<file path="config.mk">
export PLATFORM = sky130hd
export DESIGN_NAME = la_out_ctrl_flat
export DESIGN_NICKNAME = d
export VERILOG_FILES = /design/src/rtl/la_out_ctrl_pkg.sv /design/src/rtl/la_out_ctrl_if.sv /design/src/rtl/la_out_ctrl_wb.sv /design/src/rtl/la_out_ctrl.sv /design/src/flat_wrapper.sv
export SDC_FILE = /design/constraint.sdc
export NUM_CORES = 1
export LEC_CHECK = 0
export ABC_AREA = 1
export CORE_AREA = 8 8 174 259
export CTS_BUF_LIST = sky130_fd_sc_hd__clkbuf_4 sky130_fd_sc_hd__clkbuf_8 sky130_fd_sc_hd__clkbuf_16
export DETAILED_ROUTE_END_ITERATION = 16
export DIE_AREA = 0 0 182 267
export PLACE_DENSITY = 0.6
export SLEW_MARGIN = 40
export SYNTH_ARGS = -nofsm -noshare
export SYNTH_HDL_FRONTEND = slang
export SYNTH_SLANG_ARGS = --single-unit
</file>
<file path="constraint.sdc">
create_clock -name sys_clk -period 1.9 [get_ports sys_clk]
set_clock_uncertainty 0.2 [all_clocks]
set_input_delay 0.38 -clock sys_clk [delete_from_list [all_inputs] [get_ports sys_clk]]
set_output_delay 0.38 -clock sys_clk [all_outputs]
set_load 0.005 [all_outputs]
</file>
<file path="src/rtl/la_out_ctrl_pkg.sv">
// la_out_ctrl_pkg: register map, CTRL/STATUS bit positions and bus FSM states for la_out_ctrl
package la_out_ctrl_pkg;

    localparam logic [2:0] ADDR_SHADOW0 = 3'd0;
    localparam logic [2:0] ADDR_SHADOW1 = 3'd1;
    localparam logic [2:0] ADDR_SHADOW2 = 3'd2;
    localparam logic [2:0] ADDR_SHADOW3 = 3'd3;
    localparam logic [2:0] ADDR_CTRL    = 3'd4;
    localparam logic [2:0] ADDR_STATUS  = 3'd5;

    localparam int CTRL_COMMIT    = 0;
    localparam int CTRL_CLEAR     = 1;
    localparam int CTRL_AUTO      = 2;
    localparam int STATUS_PENDING = 0;
    localparam int STATUS_CNT_LSB = 8;

    typedef enum logic {
        ST_IDLE,
        ST_ACK
    } wb_state_t;

endpackage

</file>
<file path="src/rtl/la_out_ctrl_if.sv">
// la_out_ctrl_if: Wishbone classic slave bundle between the management bus and la_out_ctrl
interface la_out_ctrl_if;
    logic        wb_cyc_i;
    logic        wb_stb_i;
    logic        wb_we_i;
    logic [2:0]  wb_adr_i;
    logic [3:0]  wb_sel_i;
    logic [31:0] wb_dat_i;
    logic [31:0] wb_dat_o;
    logic        wb_ack_o;

    modport master (
        output wb_cyc_i, wb_stb_i, wb_we_i, wb_adr_i, wb_sel_i, wb_dat_i,
        input  wb_dat_o, wb_ack_o
    );

    modport slave (
        input  wb_cyc_i, wb_stb_i, wb_we_i, wb_adr_i, wb_sel_i, wb_dat_i,
        output wb_dat_o, wb_ack_o
    );
endinterface

</file>
<file path="src/rtl/la_out_ctrl_wb.sv">
// la_out_ctrl_wb: Wishbone front end -- two-state access FSM, ack, registered read mux, write strobes
module la_out_ctrl_wb
    import la_out_ctrl_pkg::*;
(
    input  logic           sys_clk,
    input  logic           sys_rst_n,
    la_out_ctrl_if.slave   bus,
    input  logic [127:0]   shadow,
    input  logic           auto_en,
    input  logic           pending,
    input  logic [7:0]     count,
    output logic [3:0]     shadow_we,
    output logic           ctrl_we
);

    wb_state_t   state, state_nxt;
    logic        access;
    logic [31:0] rd_mux;
    logic [31:0] rd_q;

    // access decode, next state, write strobes and read mux; side effects land on the IDLE->ACK edge
    always_comb begin
        access    = (state == ST_IDLE) && bus.wb_cyc_i && bus.wb_stb_i;
        state_nxt = state;
        shadow_we = '0;
        ctrl_we   = 1'b0;
        rd_mux    = '0;
        if (state == ST_ACK)
            state_nxt = ST_IDLE;
        else if (access)
            state_nxt = ST_ACK;
        if (access && bus.wb_we_i && !bus.wb_adr_i[2])
            shadow_we[bus.wb_adr_i[1:0]] = 1'b1;
        ctrl_we = access && bus.wb_we_i && (bus.wb_adr_i == ADDR_CTRL) && bus.wb_sel_i[0];
        if (!bus.wb_adr_i[2])
            rd_mux = shadow[{bus.wb_adr_i[1:0], 5'd0} +: 32];
        else if (bus.wb_adr_i == ADDR_CTRL)
            rd_mux[CTRL_AUTO] = auto_en;
        else if (bus.wb_adr_i == ADDR_STATUS) begin
            rd_mux[STATUS_PENDING] = pending;
            rd_mux[STATUS_CNT_LSB +: 8] = count;
        end
    end

    // state register and read data captured at access time, zero outside read acks
    always_ff @(posedge sys_clk or negedge sys_rst_n) begin
        if (!sys_rst_n) begin
            state <= ST_IDLE;
            rd_q  <= '0;
        end else begin
            state <= state_nxt;
            rd_q  <= (access && !bus.wb_we_i) ? rd_mux : 32'd0;
        end
    end

    assign bus.wb_dat_o = rd_q;
    assign bus.wb_ack_o = (state == ST_ACK) && bus.wb_cyc_i && bus.wb_stb_i;

endmodule

</file>
<file path="src/rtl/la_out_ctrl.sv">
// la_out_ctrl: shadowed 128-bit LA output with atomic commit; optional LA_OUT_CTRL_SYNC_EN gates loads on la_sync_i
module la_out_ctrl
    import la_out_ctrl_pkg::*;
#(
    parameter logic [127:0] RST_VALUE = '0
) (
    input  logic           sys_clk,
    input  logic           sys_rst_n,
    la_out_ctrl_if.slave   bus,
    input  logic           la_sync_i,
    output logic [127:0]   la_out,
    output logic           la_commit_o
);

    logic [127:0] shadow, shadow_nxt;
    logic [3:0]   shadow_we;
    logic         ctrl_we;
    logic         auto_en;
    logic         pending;
    logic [7:0]   count;
    logic         sync;
    logic         clear;
    logic         commit_req;
    logic         load;

`ifdef LA_OUT_CTRL_SYNC_EN
    assign sync = la_sync_i;
`else
    assign sync = la_sync_i | 1'b1;
`endif

    la_out_ctrl_wb u_wb (
        .sys_clk   (sys_clk),
        .sys_rst_n (sys_rst_n),
        .bus       (bus),
        .shadow    (shadow),
        .auto_en   (auto_en),
        .pending   (pending),
        .count     (count),
        .shadow_we (shadow_we),
        .ctrl_we   (ctrl_we)
    );

    assign clear      = ctrl_we && bus.wb_dat_i[CTRL_CLEAR];
    assign commit_req = (ctrl_we && bus.wb_dat_i[CTRL_COMMIT]) || (shadow_we[3] && auto_en);
    assign load       = pending && sync;

    // byte-lane merge of a bus write into the shadow copy
    always_comb begin
        shadow_nxt = shadow;
        for (int w = 0; w < 4; w++)
            for (int b = 0; b < 4; b++)
                if (shadow_we[w] && bus.wb_sel_i[b])
                    shadow_nxt[32*w + 8*b +: 8] = bus.wb_dat_i[8*b +: 8];
    end

    // shadow, live output, pending flag, commit pulse and count; CLEAR overrides any commit activity
    always_ff @(posedge sys_clk or negedge sys_rst_n) begin
        if (!sys_rst_n) begin
            shadow      <= RST_VALUE;
            la_out      <= RST_VALUE;
            pending     <= 1'b0;
            la_commit_o <= 1'b0;
            count       <= '0;
        end else if (clear) begin
            shadow      <= RST_VALUE;
            la_out      <= RST_VALUE;
            pending     <= 1'b0;
            la_commit_o <= 1'b0;
        end else begin
            shadow      <= shadow_nxt;
            pending     <= commit_req || (pending && !load);
            la_commit_o <= load;
            if (load) begin
                la_out <= shadow;
                count  <= count + 8'd1;
            end
        end
    end

    // sticky AUTO bit, rewritten by every CTRL write
    always_ff @(posedge sys_clk or negedge sys_rst_n) begin
        if (!sys_rst_n)
            auto_en <= 1'b0;
        else if (ctrl_we)
            auto_en <= bus.wb_dat_i[CTRL_AUTO];
    end

endmodule

</file>
<file path="src/flat_wrapper.sv">
// flat-port wrapper written by rule: the top's interface ports become plain ports
module la_out_ctrl_flat import la_out_ctrl_pkg::*;
#(
    parameter logic [127:0] RST_VALUE = '0
)
  (sys_clk, sys_rst_n, la_sync_i, la_out, la_commit_o, bus_wb_cyc_i, bus_wb_stb_i, bus_wb_we_i, bus_wb_adr_i, bus_wb_sel_i, bus_wb_dat_i, bus_wb_dat_o, bus_wb_ack_o);
  la_out_ctrl_if bus_i ();
  input  logic sys_clk;
  input  logic sys_rst_n;
  input  logic la_sync_i;
  output logic [127:0] la_out;
  output logic la_commit_o;
  input wire logic [$bits(bus_i.wb_cyc_i)-1:0] bus_wb_cyc_i;
  input wire logic [$bits(bus_i.wb_stb_i)-1:0] bus_wb_stb_i;
  input wire logic [$bits(bus_i.wb_we_i)-1:0] bus_wb_we_i;
  input wire logic [$bits(bus_i.wb_adr_i)-1:0] bus_wb_adr_i;
  input wire logic [$bits(bus_i.wb_sel_i)-1:0] bus_wb_sel_i;
  input wire logic [$bits(bus_i.wb_dat_i)-1:0] bus_wb_dat_i;
  output wire logic [$bits(bus_i.wb_dat_o)-1:0] bus_wb_dat_o;
  output wire logic [$bits(bus_i.wb_ack_o)-1:0] bus_wb_ack_o;
  assign bus_i.wb_cyc_i = bus_wb_cyc_i;
  assign bus_i.wb_stb_i = bus_wb_stb_i;
  assign bus_i.wb_we_i = bus_wb_we_i;
  assign bus_i.wb_adr_i = bus_wb_adr_i;
  assign bus_i.wb_sel_i = bus_wb_sel_i;
  assign bus_i.wb_dat_i = bus_wb_dat_i;
  assign bus_wb_dat_o = bus_i.wb_dat_o;
  assign bus_wb_ack_o = bus_i.wb_ack_o;
  la_out_ctrl #(.RST_VALUE(RST_VALUE)) u_core (.sys_clk(sys_clk), .sys_rst_n(sys_rst_n), .bus(bus_i), .la_sync_i(la_sync_i), .la_out(la_out), .la_commit_o(la_commit_o));
endmodule
</file>
Word level (Yosys, flattened, before mapping). Index checks and enable logic that the tools add are counted.

Output and inout bits: 162. Flip-flop bits (word level): 300. Memory bits (read-only): 0. Memories: 0. Memory bits (writable): 0. Bits in latches: 0. Input bits: 45. Logic and storage cells: 119.

$add $sub $neg: 1. Bitwise operators: 2. Shifts and indexed selects: 1. Reductions and logical operators: 50. Magnitude comparators: 2. Equal/unequal tests: 2. Multipliers: 0. Div/mod/pow operators: 0. Multiplexer cells: 38.

Operators with widths (count): $mux 128 (3); $mux 8 (19); $shiftx 128x8->32 (1); $reduce_bool 2->1 (17); $mux 32 (1); $logic_and 1x1->1 (29); $mux 16 (1); $mux 1 (11); $add 8x1->8 const B (1); $eq 3x3->1 const B (2); $mux 5 (1); $mux 4 (1); $lt 2x3->1 const B (1); $demux 1 s2 (1); $ge 2x1->1 const B (1); $logic_not 1->1 (2); $not 1->1 (2); $reduce_and 2->1 (1); $logic_or 1x1->1 (1).

Logic depth before layout (Yosys ltp). Gate-level depths: netlist of run 1.

Depth after elaboration: 9. Gate-level depth with buffers: 10. Mapped depth without buffers: 8.

By module. From an unflattened synthesis of run 1, not the netlist that was laid out.

Cells, all modules: 1410. Area total of the unflattened synthesis: 12504.5 µm².

Modules (own cells, without submodules): la_out_ctrl (times used 1, sequential area each 6681.4 µm², cells an instance 1095, area an instance 10311.1 µm²); la_out_ctrl_wb (times used 1, sequential area each 825.8 µm², cells an instance 315, area an instance 2193.4 µm²).

Worst setup path before layout of run 1. OpenSTA, ideal clock, no wires.

Path kind: input to register. Start: input bus_wb_adr_i[1]. End: register u_core.la_out[100]. Buffers on the path: 4. Data arrival time: 1.552 ns. Stages: 10. Slack: 0.030 ns. Library setup time: 0.118 ns. Cell sequence: buf_2 nor2_4 nand2_1 nor2_1 nand3_1 buf_2 buf_6 buf_2 nand3_1 nand2_1.

Word-level cells in the longest chain between the ends: 5. Elaborated cells on any way between the ends: 6.

RTL lines: start: declaration (line flat_wrapper.sv:16) `input wire logic [$bits(bus_i.wb_adr_i)-1:0] bus_wb_adr_i;`; $eq 3x3->1 (*) (line la_out_ctrl_wb.sv:34) `ctrl_we = access && bus.wb_we_i && (bus.wb_adr_i == ADDR_CTRL) && bus.wb_sel_i[0];`; $logic_and 1x1->1 (*) (2 in series) (line la_out_ctrl_wb.sv:34); $logic_and 1x1->1 (*) (line la_out_ctrl.sv:44) `assign clear = ctrl_we && bus.wb_dat_i[CTRL_CLEAR];`; $mux 128 / $reduce_bool 2->1 (equally long branches); end signal: assignment (line la_out_ctrl.sv:75) `la_out <= shadow;`; end: declaration (line la_out_ctrl.sv:11) `output logic [127:0] la_out,`.

Every way passes the cells marked *; elsewhere a longest branch is shown, timed or not. A chain may end at the register's enable or synchronous reset.

Worst setup path after layout of run 1.
Start: register u_core.la_out[21]. End: output la_out[21].

RTL lines: end: declaration (line flat_wrapper.sv:11) `output logic [127:0] la_out;`.

No word-level cell between the ends.

==> results of run 1 <==
cells in the final DEF, fill, tap and decap left out, drive strengths merged:
cell,instances
nand3,530
nand2,421
dfrtp,300
dlygate4sd2,156
buf,150
nor2,77
clkbuf,43
nand4,42
clkdlybuf4s50,41
inv,18
o22ai,12
bufinv,6
clkinv,6
or2,4
a21oi,4
clkdlybuf4s15,4
o21ai,3
nand3b,3
clkinvlp,3
xnor2,2
dlygate4sd3,2
diode,1
nor3,1
xor2,1
ha,1
dlymetal6s2s,1
where the power goes:
group	switching (mW)	total, mW	leakage (nW)	internal [mW]
clock network	2.59	6.62	0.541	4.03
registers	0.474	7.37	4.10	6.89
logic	0.853	1.57	5.13	0.715
through the flow:
step                TNS (ns)  instance area [sq um]  total power, mW  utilization (%)  std cells
finish                     0                  17900             15.6             43.1       2349
global route         -0.0169                  17900             16.2             43.1       2348
CTS                        0                  17700             15.7             42.8       2344
detailed placement   -132.22                  16700             9.15             40.3       2275
global placement     -128.51                  16700             9.12             40.3       2275
floorplan                  0                  13000             7.98                -       1523
per-layer routing:
| layer | track usage, % | up-vias | part of all wire, % |
|---|---|---|---|
| li1 | - | 5749 | - |
| met1 | 22.0 | 5934 | 38 |
| met2 | 34.7 | 397 | 52 |
| met3 | 2.79 | 98 | 5.3 |
| met4 | 9.02 | 4 | 4.3 |
| met5 | 0 | - | 0.057 |
state kept, by name (all words and copies together) (netlist names):
signal and cells:
u_core.la_out 128, u_core.shadow 128, u_core.la_commit_o 1, u_core.u_wb.bus.wb_dat_o 32
u_core.count 8, u_core.load 1, u_core.auto_en 1, u_core.u_wb.state 1
timing repair:
item | CTS | global route
resized for setup | 169 | 19
buffers inserted | 13 | 2
hold buffers | 2 | 0
pin swaps | 1 | 4
endpoints found under the setup margin | 201 | 134
cloned | 0 | 2
endpoints found under the hold margin | 300 | 0
worst max path at each step:
stage	end	slack [ns]
2_1_floorplan	u_core.la_out[100]	0.03
3_3_place_gp	u_core.shadow[6]	-0.55
3_5_place_dp	u_core.shadow[7]	-0.57
4_1_cts	la_out[117]	0.001
5_1_grt	u_core.shadow[49]	-0.005
6_report	la_out[21]	0.03
layout make-up:
type / instances / area share [%]
diodes: 1 / 0.0140
clock buffers: 39 / 4.85
clock inverters: 15 / 1.34
inverters: 18 / 0.392
multi-input cells: 1101 / 28.5
flip-flops and latches: 300 / 42.0
well taps: 517 / 3.62
repair buffers: 358 / 19.3
cell families (layout without fill, tap and decap cells):
logic type | after synthesis | count (layout) | share of synthesized area [%]
adder cells (fa/ha/maj) | 1 | 1 | 0.0959
XOR/XNOR | 3 | 3 | 0.201
AO/OA/AOI/OAI | 19 | 19 | 0.844
AND/OR/NAND/NOR | 1078 | 1078 | 37.4
other | 0 | 1 | 0
flip-flops | 300 | 300 | 57.6
buffers and inverters | 122 | 430 | 3.92
==> results.toml, run 1 <==
[outcome]
outcome = "completed"

[floorplanning]
ios = 207
rows = 92
coreArea_sq_um = 41400
start_util_pct = 31.5
fp.dieH_um = 267
die_x_um = 182
dieArea_sq_um = 48600

[synthesis]
netlist_top_cells_count = "530 x nand3_1, 421 x nand2_1, 300 x dfrtp_1, 64 x nor2_1, 57 x clkbuf_1"
synth_most_common_cell = "nand3_1"
synth_seq_cells = 300
ys.flop_type = "dfrtp_1"
synth-seq-area-share_pct = 57.6
async_flop_share_pct = 100
avgSynthCellArea_sq_um = 8.56
synth_top_area_share_pct = 57.6
ys_warn_count = 0
synth_top_area_cell = "dfrtp_1"
synthCells = 1523
syn_nets = 1569
synth_area_sq_um = 13000
yosys-top-cells-area = "dfrtp_1 58%, nand3_1 20%, nand2_1 12%, nand4_1 2.0%, nor2_1 1.8%"
synth-edff-count = 0
synth_cell_type_count = 23

[routing]
vias_per_cell = 5.19
drt_iter0_markers = 853
drt_wl_total_mm = 47.5
drc = 0
vias = 12200
ant_nets = 0
drt_pass1_iterations = 5
wl_per_cell_um = 20.2

[layout]
drive_gt1_share_pct = 12.9
final-seq-area_sq_um = 7510
area_growth_pct = 37.0
finalNetCount = 1855
multi_input_area_sq_um = 5080
nFillCells = 4104

[sta]
maxSlewHeadroom_pct = 67.2
min_period_over_period_pct = 98.4
hold_viol = 0
max_freq_ghz = 0.535
tightest_slew_ns = 0.492
rsz0062_at_grt = "true"
hold_slack_ns = 0.170
drv_slew = 0
fin_ws_ns = 0.0303
period_minus_slack_ns = 1.87
setup_viol = 0

[pwr]
powerDensity_nw_per_um2 = 871
vdd_drop_max_mv = 0.562
leakagePower_nw = 9.77

[placement]
portBuffers = 205
pre_cts_ws_ns = -0.570
dp_hpwl_mm = 34.9
gp_congestion = 0.899

[clocking]
h-tree-depth = 1
cts-root-buf = "clkbuf_16"
clockBufferDepth = 3
cts_tree = "yes"
cts-buffers-inserted = 30
cts.clk_slew.worst_paths_ns = 0.07
clock_sinks = 300
clk_latency_ns = 0.57

[worst_setup_path]
crit_start = "u_core.la_out[21]"
r2r-end = "u_core.la_out[85]"
critPathBufInv = 1
cp_max_fo = 2
path_depth = 1
crit_type = "flop to primary output"
r2r-start = "u_core.u_wb.state"
cp.arrival_ns = 1.29
crit_chain = "dlygate4sd2_1"
cp-start-kind = "flop"
reg2reg_slack_ns = 0.07
crit_slowest_cell = "dlygate4sd2_1"
cpPeakStageDelay_ns = 0.38
r2r_cells = 8
cp-end-kind = "primary output"
required_ns = 1.32
path_delay_family = "buffers and inverters"

[global_routing]
grt_usage_pct = 19.2
grt_max_degree = 84
grt_pass1_wl_mm = 72.8
overflow = 0
antenna_found_initial = 3
first_global_vias = 12200

[min_path]
hp-class = "primary input to async pin"

[job]
maxCapViolCount = 0
Note: power is estimated with default switching activity, not from simulation.
==> run 2: changes to the inputs <==
--- a/config.mk
+++ b/config.mk
@@ -8,6 +8,7 @@
 export ABC_AREA = 1
 export CORE_AREA = 8 8 174 259
 export CTS_BUF_LIST = sky130_fd_sc_hd__clkbuf_4 sky130_fd_sc_hd__clkbuf_8 sky130_fd_sc_hd__clkbuf_16
+export CTS_CLUSTER_DIAMETER = 60
 export DETAILED_ROUTE_END_ITERATION = 16
 export DIE_AREA = 0 0 182 267
 export PLACE_DENSITY = 0.6
==> run 2 against run 1 <==
Net effect:
- sequential power about the same
- global-route usage decreased by 0.069 points
- die area unchanged
- via count increased by 0.44%
- count of clock-buffer cells in the layout increased by 1
- worst hold slack got worse by 0.0069 ns
- combinational power about the same
- maximum frequency decreased by 0.11%
- critical path type unchanged
==> results.toml, run 2 (same netlist as run 1, synthesis figures left out) <==
[outcome]
outcome = "completed"

[pwr]
leakagePower_nw = 9.77
powerDensity_nw_per_um2 = 870
vdd_drop_max_mv = 0.733

[sta]
maxSlewHeadroom_pct = 67.5
drv_slew = 0
fin_ws_ns = 0.0282
period_minus_slack_ns = 1.87
rsz0062_at_grt = "true"
tightest_slew_ns = 0.488
min_period_over_period_pct = 98.5
max_freq_ghz = 0.534
setup_viol = 0
hold_viol = 0

[min_path]
hp-class = "primary input to async pin"

[placement]
gp_congestion = 0.899
pre_cts_ws_ns = -0.570
portBuffers = 205
dp_hpwl_mm = 34.9

[routing]
vias_per_cell = 5.20
wl_per_cell_um = 20.2
vias = 12200
drc = 0
drt_wl_total_mm = 47.5
ant_nets = 0
drt_pass1_iterations = 5
drt_iter0_markers = 830

[floorplanning]
dieArea_sq_um = 48600
rows = 92
die_x_um = 182
start_util_pct = 31.5
fp.dieH_um = 267
coreArea_sq_um = 41400
ios = 207

[worst_setup_path]
critPathBufInv = 1
cp-end-kind = "primary output"
r2r_cells = 8
crit_chain = "dlygate4sd2_1"
path_depth = 1
cp_max_fo = 2
crit_slowest_cell = "dlygate4sd2_1"
crit_type = "flop to primary output"
cp-start-kind = "flop"
path_delay_family = "buffers and inverters"
cp.arrival_ns = 1.29
required_ns = 1.32
cpPeakStageDelay_ns = 0.38

[global_routing]
grt_pass1_wl_mm = 72.8
antenna_found_initial = 3
global_route.usage.met3_pct = 2.63
grt_max_degree = 84
overflow = 0
grt_usage_pct = 19.1
grt.met2_usage_pct = 34.8
grt.busiest_layer = "met2"
grt.met1_usage_pct = 22.1
first_global_vias = 12200

[clocking]
clockBufferDepth = 3
cts.clk_slew.worst_paths_ns = 0.07
clk_latency_ns = 0.57
cts_tree = "yes"
cts-root-buf = "clkbuf_16"
h-tree-depth = 1
cts-buffers-inserted = 31
clock_sinks = 300

[layout]
drive_gt1_share_pct = 13.1
area_growth_pct = 37.1
final_common_cell = "nand3_1"
fin_util_pct = 43.2
finalNetCount = 1857
final_cell_mix = "528 x nand3_1, 419 x nand2_1, 299 x dfrtp_1"

[job]
maxCapViolCount = 0
==> run 2: cell count changes in the layout (fill, tap and decap cells not counted), sizes merged <==
cell | previous run | this run
clkdlybuf4s15 | 4 | 7
dlygate4sd2 | 156 | 154
buf | 150 | 151
bufinv | 6 | 5
clkinvlp | 3 | 4
inv | 18 | 19
==> run 2: per-layer routing <==
metal,part of all wire [%],routed length (um)
met1,39,18300
met2,53,25000
met3,4.5,2130
met4,4.2,1990
met5,0.057,27
==> run 2: metrics by stage <==
stage	cell area (sq um)	setup TNS (ns)	hold slack [ns]	total power [mW]	std cells
after detailed placement	16700	-132.22	-0.00978	9.15	2275
after global placement	16700	-128.51	-0.00992	9.12	2275
after floorplan	13000	0	-0.116	7.98	1523
final	17900	0	0.163	15.6	2352
after CTS	17800	0	0.160	15.7	2346
after global routing	17900	-0.0342	0.165	16.2	2351
==> run 2: cell type report <==
type | count | area [sq um]
antenna | 1 | 2.50
clock buffer | 40 | 881
clock inverter | 16 | 240
fill | 4105 | 23600
inverter | 18 | 70.1
multi-input combinational | 1101 | 5080
sequential | 300 | 7510
tap | 517 | 647
timing repair buffer | 359 | 3450
==> run 2: final timing paths <==
kind / from / endpoint / slack, ns
min reg2reg: u_core.la_out[18] / u_core.la_out[18] / 0.30
min: sys_rst_n / u_core.la_out[99] / 0.16
max reg2reg: u_core.u_wb.state / u_core.la_out[85] / 0.07
min in group sys_clk: bus_wb_dat_i[4] / u_core.shadow[4] / 0.26
max in group asynchronous: sys_rst_n / u_core.la_out[107] / 0.67
max: u_core.la_out[21] / la_out[21] / 0.03
==> run 2: what timing repair did <==
item | 4_1_cts | 5_1_grt
buffers inserted | 13 | 3
gates resized for setup | 172 | 17
endpoints found under the hold margin | 300 | 0
cloned | 0 | 2
hold buffers | 2 | 0
endpoints found under the setup margin | 199 | 124
pin swaps | 1 | 3
==> run 2: where the power goes <==
part	internal [mW]	total [mW]	switching, mW
combinational	0.716	1.57	0.854
clock	3.97	6.62	2.65
sequential	6.89	7.37	0.475
